## config.mk

```make
export PLATFORM = sky130hd
export DESIGN_NAME = instr_sequencer
export DESIGN_NICKNAME = d
export VERILOG_FILES = /design/src/rtl/instr_sequencer.sv
export SDC_FILE = /design/constraint.sdc
export NUM_CORES = 1
export LEC_CHECK = 0
export ABC_AREA = 0
export BUFFER_PORTS_ARGS = -buffer_cell sky130_fd_sc_hd__buf_2
export CAP_MARGIN = 10
export CELL_PAD_IN_SITES_DETAIL_PLACEMENT = 0
export CELL_PAD_IN_SITES_GLOBAL_PLACEMENT = 2
export CORE_MARGIN = 10
export CORE_UTILIZATION = 28
export DETAILED_ROUTE_END_ITERATION = 12
export GPL_ROUTABILITY_DRIVEN = 0
export PLACE_DENSITY_LB_ADDON = 0.1
export SLEW_MARGIN = 40
export SYNTH_ARGS = -nofsm -noshare
export SYNTH_HDL_FRONTEND = slang
export SYNTH_SLANG_ARGS = --single-unit
```

## constraint.sdc

```tcl
create_clock -name clk -period 3.69 [get_ports clk]
set_clock_uncertainty 0.05 [all_clocks]
set_input_delay 0.5535 -clock clk [delete_from_list [all_inputs] [get_ports clk]]
set_output_delay 0.5535 -clock clk [all_outputs]
set_load 0.02 [all_outputs]
```

## src/rtl/instr_sequencer.sv

```systemverilog
// Fetch/exec/writeback sequencer that drives a single-issue core from an instruction memory.
// Optional fetch timeout with an ERR state is enabled by defining SEQ_TIMEOUT_EN.
module instr_sequencer #(
    parameter int TIMEOUT_CYCLES = 64
) (
    input  logic        clk,
    input  logic        reset,
    input  logic        start,
    input  logic [31:0] pc_init,
    output logic        imem_req,
    output logic [31:0] imem_addr,
    input  logic        imem_ready,
    input  logic [31:0] imem_rdata,
    output logic [31:0] instr,
    output logic        wb_en,
    output logic [31:0] pc,
    output logic [15:0] retired,
    output logic        busy,
    output logic        halted,
    output logic        err,
    output logic [2:0]  dbg_state
);

    typedef enum logic [2:0] {
        S_IDLE  = 3'd0,
        S_FETCH = 3'd1,
        S_EXEC  = 3'd2,
        S_WB    = 3'd3,
        S_HALT  = 3'd4,
        S_ERR   = 3'd5
    } state_t;

    state_t      r_state;
    logic [31:0] r_pc;
    logic [31:0] r_instr;
    logic [15:0] r_retired;
    logic        r_imem_req;
    logic        r_wb_en;
    logic        r_busy;
    logic        r_halted;
    logic        w_unused;

`ifdef SEQ_TIMEOUT_EN
    logic        r_err;
    logic [31:0] r_to_cnt;
`endif

    // Memory handshake: imem_req is the valid, imem_ready the response strobe.
    // imem_req/imem_addr stay stable in FETCH until imem_ready is sampled high;
    // imem_ready in any other state is ignored.
    always_ff @(posedge clk or posedge reset) begin
        if (reset) begin
            r_state    <= S_IDLE;
            r_pc       <= 32'h0;
            r_instr    <= 32'h0;
            r_retired  <= 16'h0;
            r_imem_req <= 1'b0;
            r_wb_en    <= 1'b0;
            r_busy     <= 1'b0;
            r_halted   <= 1'b0;
`ifdef SEQ_TIMEOUT_EN
            r_err      <= 1'b0;
            r_to_cnt   <= 32'h0;
`endif
        end else begin
            r_wb_en <= 1'b0;
            case (r_state)
`ifdef SEQ_TIMEOUT_EN
                S_IDLE, S_HALT, S_ERR: begin
`else
                S_IDLE, S_HALT: begin
`endif
                    if (start) begin
                        r_pc       <= {pc_init[31:2], 2'b00};
                        r_retired  <= 16'h0;
                        r_state    <= S_FETCH;
                        r_imem_req <= 1'b1;
                        r_busy     <= 1'b1;
                        r_halted   <= 1'b0;
`ifdef SEQ_TIMEOUT_EN
                        r_err      <= 1'b0;
`endif
                    end
                end
                S_FETCH: begin
                    if (imem_ready) begin
                        r_instr    <= imem_rdata;
                        r_state    <= S_EXEC;
                        r_imem_req <= 1'b0;
`ifdef SEQ_TIMEOUT_EN
                        r_to_cnt   <= 32'h0;
`endif
                    end
`ifdef SEQ_TIMEOUT_EN
                    else if (r_to_cnt == 32'(TIMEOUT_CYCLES - 1)) begin
                        // This is the TIMEOUT_CYCLES-th consecutive cycle without a response.
                        r_state    <= S_ERR;
                        r_imem_req <= 1'b0;
                        r_busy     <= 1'b0;
                        r_err      <= 1'b1;
                        r_to_cnt   <= 32'h0;
                    end else begin
                        r_to_cnt   <= r_to_cnt + 32'd1;
                    end
`endif
                end
                S_EXEC: begin
                    // An all-zero word halts without touching pc, retired or wb_en.
                    if (r_instr == 32'h0) begin
                        r_state  <= S_HALT;
                        r_busy   <= 1'b0;
                        r_halted <= 1'b1;
                    end else begin
                        r_state  <= S_WB;
                        r_wb_en  <= 1'b1;
                    end
                end
                S_WB: begin
                    r_pc       <= r_pc + 32'd4;
                    if (r_retired != 16'hFFFF) begin
                        r_retired <= r_retired + 16'd1;
                    end
                    r_state    <= S_FETCH;
                    r_imem_req <= 1'b1;
                end
                default: begin
                    r_state    <= S_IDLE;
                    r_imem_req <= 1'b0;
                    r_busy     <= 1'b0;
                end
            endcase
        end
    end

    assign imem_req  = r_imem_req;
    assign imem_addr = r_pc;
    assign instr     = r_instr;
    assign wb_en     = r_wb_en;
    assign pc        = r_pc;
    assign retired   = r_retired;
    assign busy      = r_busy;
    assign halted    = r_halted;
    assign dbg_state = r_state;

`ifdef SEQ_TIMEOUT_EN
    assign err = r_err;
`else
    assign err = 1'b0;
`endif

    // Word alignment drops pc_init[1:0]; the timeout depth only matters with the timeout built in.
    assign w_unused = ^{pc_init[1:0], (TIMEOUT_CYCLES > 0)};

endmodule

```

==> results of run 1 <==
## where the power goes
part	switching [mW]	leakage (nW)	internal [mW]
registers	0.495	1.03	1.31
logic	1.51	1.36	0.903
clock network	0.380	0.143	0.542
total	2.39	2.53	2.75
## cells in the final DEF (no fill, tap or decap), types with 4 or more instances in the layout
cell,instances
conb_1,5
a311oi_1,5
dfrtp_1,85
clkbuf_16,9
and4_1,4
a211oi_1,5
nor3_1,9
inv_1,7
mux2_2,32
and3_1,8
o22ai_1,7
a21oi_1,16
nand3_1,28
or3_1,4
buf_4,6
a31oi_1,6
buf_2,180
o21ai_0,17
nor4_1,14
o31ai_1,4
o211ai_1,12
nand4_1,17
o311ai_0,5
nand2_1,37
a22oi_1,4
nor2_1,18
## worst max-delay path: stages (launching register included)
cell	delay [ns]
dfrtp_1	0.61
nand4b_1	0.32
nor4_1	0.63
and4_1	0.40
a311oi_1	0.12
a211oi_1	0.22
## flip-flops by register name, summed over array words and instances, names as in the netlist
register / cells
retired: 16
imem_req: 1
busy: 1
halted: 1
instr: 32
wb_en: 1
dbg_state: 3
imem_addr: 30
## cells by family (layout without fill, tap and decap cells)
group           Yosys count  in the layout  synth area share, %
flops                    85             85                 47.0
buf+inv                  64            211                 9.52
simple gates            160            160                 19.4
xor+xnor                  1              1                0.194
compound gates           99             99                 15.1
mux                      33             33                 8.19
fa+ha+maj                 2              2                0.553
other cells               1              6               0.0829
## layout make-up
cell class | count | area share [%]
clock inverter | 4 | 0.838
tap | 216 | 4.76
inverter | 8 | 0.551
multi-input combinational | 300 | 35.0
clock buffer | 12 | 4.34
timing repair buffer | 187 | 17.0
antenna | 1 | 0.0441
sequential | 85 | 37.5
## how the worst max path moves through the flow
stage,to,slack (ns),startpoint,cells past startpoint
CTS,imem_addr[29]$_DFFE_PP0P_,1.25,dbg_state[0]$_DFFE_PP0P_,5
global placement,retired[1]$_DFFE_PP0P_,1.27,start,5
global route,imem_addr[29]$_DFFE_PP0P_,1.04,dbg_state[0]$_DFFE_PP0P_,5
floorplan,busy$_DFFE_PP0P_,0.89,reset,1
detailed placement,retired[1]$_DFFE_PP0P_,1.23,start,5
finish,imem_addr[29]$_DFFE_PP0P_,1.26,dbg_state[0]$_DFFE_PP0P_,5
## Yosys cell counts, drive strengths merged, types with 12 or more instances
master and count:
nand4 18, clkbuf 12, mux2 32, nor4 14, nand3 28, a21oi 16, buf 44, nor2 18
nand2 37, o211ai 12, dfrtp 85, o21ai 17
## routing by layer
metal | vias to the layer above | routed length (um)
met3 | 13 | 1260
met2 | 130 | 6950
li1 | 1952 | -
met1 | 2001 | 7050
met5 | - | 0
met4 | 0 | 203
## per-stage QoR
stage | std cells | hold WS, ns
6_report | 813 | 0.253
5_1_grt | 812 | 0.308
4_1_cts | 812 | 0.277
3_5_place_dp | 796 | 0.446
3_3_place_gp | 796 | 0.432
2_1_floorplan | 449 | 0.550
==> results.py, run 1 <==
metrics = {
    "run_status": {
        "status": "completed",
    },
    "critical_path": {
        "critPathRequiredTime_ns": 3.89,
        "worstReg2RegEnd": "imem_addr[29]$_DFFE_PP0P_",
        "cp-start-kind": "flop",
        "end_kind": "flop",
        "critPathArrivalTime_ns": 2.62,
        "crit_fanout": 14,
        "r2r_start": "dbg_state[0]$_DFFE_PP0P_",
        "worstRegToRegCells": 5,
        "path_class": "reg -> reg",
        "reg2reg_setup_slack_ns": 1.26,
    },
    "placed_design": {
        "io_buffers": 180,
        "hpwl_mm": 11.2,
        "dp_slack_ns": 1.23,
        "place_area_um2": 5380,
    },
    "sta": {
        "timing.final.crit_share_pct": 65.8,
        "finalHoldViolations": 0,
        "drv_slew": 0,
        "tightest_slew_ns": 0.722,
        "setup_violations": 0,
        "setup_slack_ns": 1.26,
        "slew_headroom_pct": 51.4,
        "fin_crit_ns": 2.43,
        "rsz0062_at_grt": "false",
        "setup_tns_ns": 0,
        "fmax_ghz": 0.412,
    },
    "clocking": {
        "cts_hold_buf": 0,
        "cts_buffers": 9,
        "cts-resized-gates": 0,
        "cts_tree": "yes",
        "cts_setup_buffers": 0,
        "cts_root_buf": "clkbuf_16",
        "cts_sinks": 85,
        "clk_path_buf_depth": 2,
        "path_clk_slew_ns": 0.07,
        "clk_latency_ns": 0.34,
        "htree_num_levels": 3,
    },
    "final_layout": {
        "drive_above_1_share_pct": 41.6,
        "n_fill_cell": 1694,
        "register_area_um2": 2130,
        "finish.utilization_pct": 35.7,
        "nets": 661,
        "design_area_um2": 5680,
        "area_growth_pct": 25.5,
        "multi_input_area_um2": 1990,
    },
    "yosys": {
        "yosysTopAreaCellShare_pct": 47.0,
        "synthFlopType": "dfrtp_1",
        "ys_types": 58,
        "ys.warnings.count": 0,
        "ys_seq_area_share_pct": 47.0,
        "ys_top_cells_by_area": "dfrtp_1 47%, mux2_2 8.0%, buf_4 6.1%, nand3_1 3.1%, nand2_1 3.1%",
        "async_flop_share_pct": 100,
        "postSynthCellCount": 445,
        "synth_top_area_cell": "dfrtp_1",
        "synth_enable_flop_cells": 0,
        "postSynthAreaPerCell_um2": 10.2,
        "ys_ff_latch": 85,
        "syn_area_um2": 4520,
    },
    "pwr": {
        "total_power_mw": 5.14,
        "ir_drop_mv": 0.398,
        "leakagePower_nw": 2.53,
        "power_density_nw_per_um2": 906,
    },
    "global_routing": {
        "grt_pass1_wl_mm": 24.1,
        "met2_usage_pct": 21.3,
        "grt_max_degree": 51,
        "top_usage_layer": "met2",
        "grt.met3_usage_pct": 5.34,
        "grt_use_total_pct": 13.8,
        "antenna_found_initial": 1,
        "grt.met1_usage_pct": 17.3,
        "grt_pass1_vias": 4186,
        "gr-total-overflow": 0,
    },
    "drt": {
        "first_pass_iters": 4,
        "vias": 4096,
        "wirelength_mm": 15.5,
        "viasPerCell": 5.04,
        "wl_per_cell_um": 19.0,
        "route.detailed.drc": 0,
        "ant_nets": 0,
        "drtIter0Drc": 256,
    },
    "floorplan": {
        "die_h_um": 147,
        "die-area_um2": 21600,
        "pin_count": 188,
        "die_x_um": 147,
        "rows": 46,
        "core_um2": 15900,
        "initial_core_util_pct": 28.5,
    },
    "run": {
        "cap_violations": 0,
    },
    "min_path": {
        "hp-class": "in -> async",
    },
}
Note: power is estimated with default switching activity, not from simulation.
==> run 2, diff against run 1 <==
- clock period: 3.69 -> 2.3 ns (I/O delays scaled with it)
==> results.py, run 2 (synthesis gave the netlist of run 1 again) <==
metrics = {
    "run_status": {
        "status": "completed",
    },
    "global_routing": {
        "grt_use_total_pct": 14.2,
        "antenna_found_initial": 3,
        "grt_pass1_wl_mm": 24.8,
        "grt_pass1_vias": 4416,
        "gr-total-overflow": 0,
        "grt_max_degree": 86,
    },
    "min_path": {
        "hp-class": "in -> async",
    },
    "sta": {
        "finalHoldViolations": 0,
        "rsz0062_at_grt": "false",
        "setup_violations": 0,
        "timing.final.crit_share_pct": 89.5,
        "slew_headroom_pct": 59.2,
        "fmax_ghz": 0.486,
        "drv_slew": 0,
        "fin_crit_ns": 2.06,
        "setup_slack_ns": 0.242,
        "setup_tns_ns": 0,
        "tightest_slew_ns": 0.611,
    },
    "drt": {
        "vias": 4154,
        "route.detailed.drc": 0,
        "first_pass_iters": 4,
        "ant_nets": 0,
        "wl_per_cell_um": 18.8,
        "wirelength_mm": 15.6,
        "viasPerCell": 4.98,
        "drtIter0Drc": 268,
    },
    "clocking": {
        "cts_tree": "yes",
        "clk_path_buf_depth": 2,
        "path_clk_slew_ns": 0.06,
        "cts_hold_buf": 0,
        "cts_root_buf": "clkbuf_16",
        "cts-resized-gates": 0,
        "cts_buffers": 9,
        "cts_setup_buffers": 0,
        "cts_sinks": 85,
        "htree_num_levels": 3,
        "clk_latency_ns": 0.34,
    },
    "floorplan": {
        "initial_core_util_pct": 28.5,
        "core_um2": 15900,
        "pin_count": 188,
        "rows": 46,
        "die-area_um2": 21600,
        "die_x_um": 147,
        "die_h_um": 147,
    },
    "critical_path": {
        "reg2reg_setup_slack_ns": 0.24,
        "worstRegToRegCells": 5,
        "path_class": "reg -> reg",
        "critPathArrivalTime_ns": 2.26,
        "end_kind": "flop",
        "cp-start-kind": "flop",
        "critPathRequiredTime_ns": 2.50,
        "crit_fanout": 9,
    },
    "run": {
        "cap_violations": 0,
    },
    "placed_design": {
        "io_buffers": 180,
        "numPlacedInstances": 819,
        "dp_slack_ns": 0.268,
        "hpwl_mm": 11.6,
    },
    "pwr": {
        "ir_drop_mv": 0.589,
        "leakagePower_nw": 2.65,
        "power_density_nw_per_um2": 1450,
    },
    "final_layout": {
        "largest_reg_flops": 32,
        "drive_above_1_share_pct": 43.9,
        "area_growth_pct": 29.7,
        "diodes": 0,
        "final_cell_count_no_fill": 834,
        "nets": 684,
        "final_cell_mix": "180 x buf_2, 85 x dfrtp_1, 37 x nand2_1, 32 x mux2_2, 29 x buf_4",
        "final_common_cell": "buf_2",
    },
}
run 2: cell types whose count changed in the layout (fill, tap and decap cells not counted), sizes merged:
cell / before / now
buf: 187 / 210
bufinv: 1 / 2
clkbuf: 12 / 11
clkinv: 3 / 2
diode: 1 / 0
run 2: power breakdown:
part	switching, mW	total, mW	leakage, nW	internal, mW
logic	2.61	4.20	1.47	1.59
registers	0.633	2.74	1.03	2.10
clock network	0.609	1.56	0.150	0.947
run 2: layer usage:
layer  track usage (%)  vias to the layer above  wire length, um
met4              4.16                        2              146
met3              5.50                       12             1360
met5                 0                        -               13
met1              17.9                     2016             6950
li1                  -                     1996                -
met2              22.1                      128             7170
run 2: path summary, 6_finish.rpt:
| check | from | end |
|---|---|---|
| setup / recovery | imem_addr[7]$_DFFE_PP0P_ | imem_addr[29]$_DFFE_PP0P_ |
| hold / removal | reset | retired[10]$_DFFE_PP0P_ |
| setup reg to reg | imem_addr[7]$_DFFE_PP0P_ | imem_addr[29]$_DFFE_PP0P_ |
| hold reg to reg | retired[5]$_DFFE_PP0P_ | retired[5]$_DFFE_PP0P_ |
| max in group asynchronous | reset | imem_addr[10]$_DFFE_PP0P_ |
| min in group clk | pc_init[27] | imem_addr[27]$_DFFE_PP0P_ |
run 2: final cells by class:
type / count / area [um2]
tap: 216 / 270
inverter: 8 / 33.8
multi-input combinational: 300 / 1990
clock buffer: 11 / 233
clock inverter: 4 / 73.8
timing repair buffer: 210 / 1140
fill: 1686 / 10000
sequential: 85 / 2130
run 2: through the flow:
| step | power [mW] | area, um2 | utilization, % | hold slack, ns |
|---|---|---|---|---|
| after floorplan | 5.68 | 4540 | - | 0.411 |
| after CTS | 8.64 | 5860 | 36.9 | 0.113 |
| after global placement | 7.00 | 5560 | 35.0 | 0.435 |
| after global routing | 9.11 | 5860 | 36.9 | 0.134 |
| final | 8.50 | 5860 | 36.9 | 0.0933 |
| after detailed placement | 7.05 | 5560 | 35.0 | 0.446 |
run 2: worst max-delay path: stages (launching register included):
cell	delay (ns)
dfrtp_1	0.49
nand4_1	0.26
nor4_1	0.46
and4_1	0.37
a311oi_1	0.13
a211oi_1	0.21
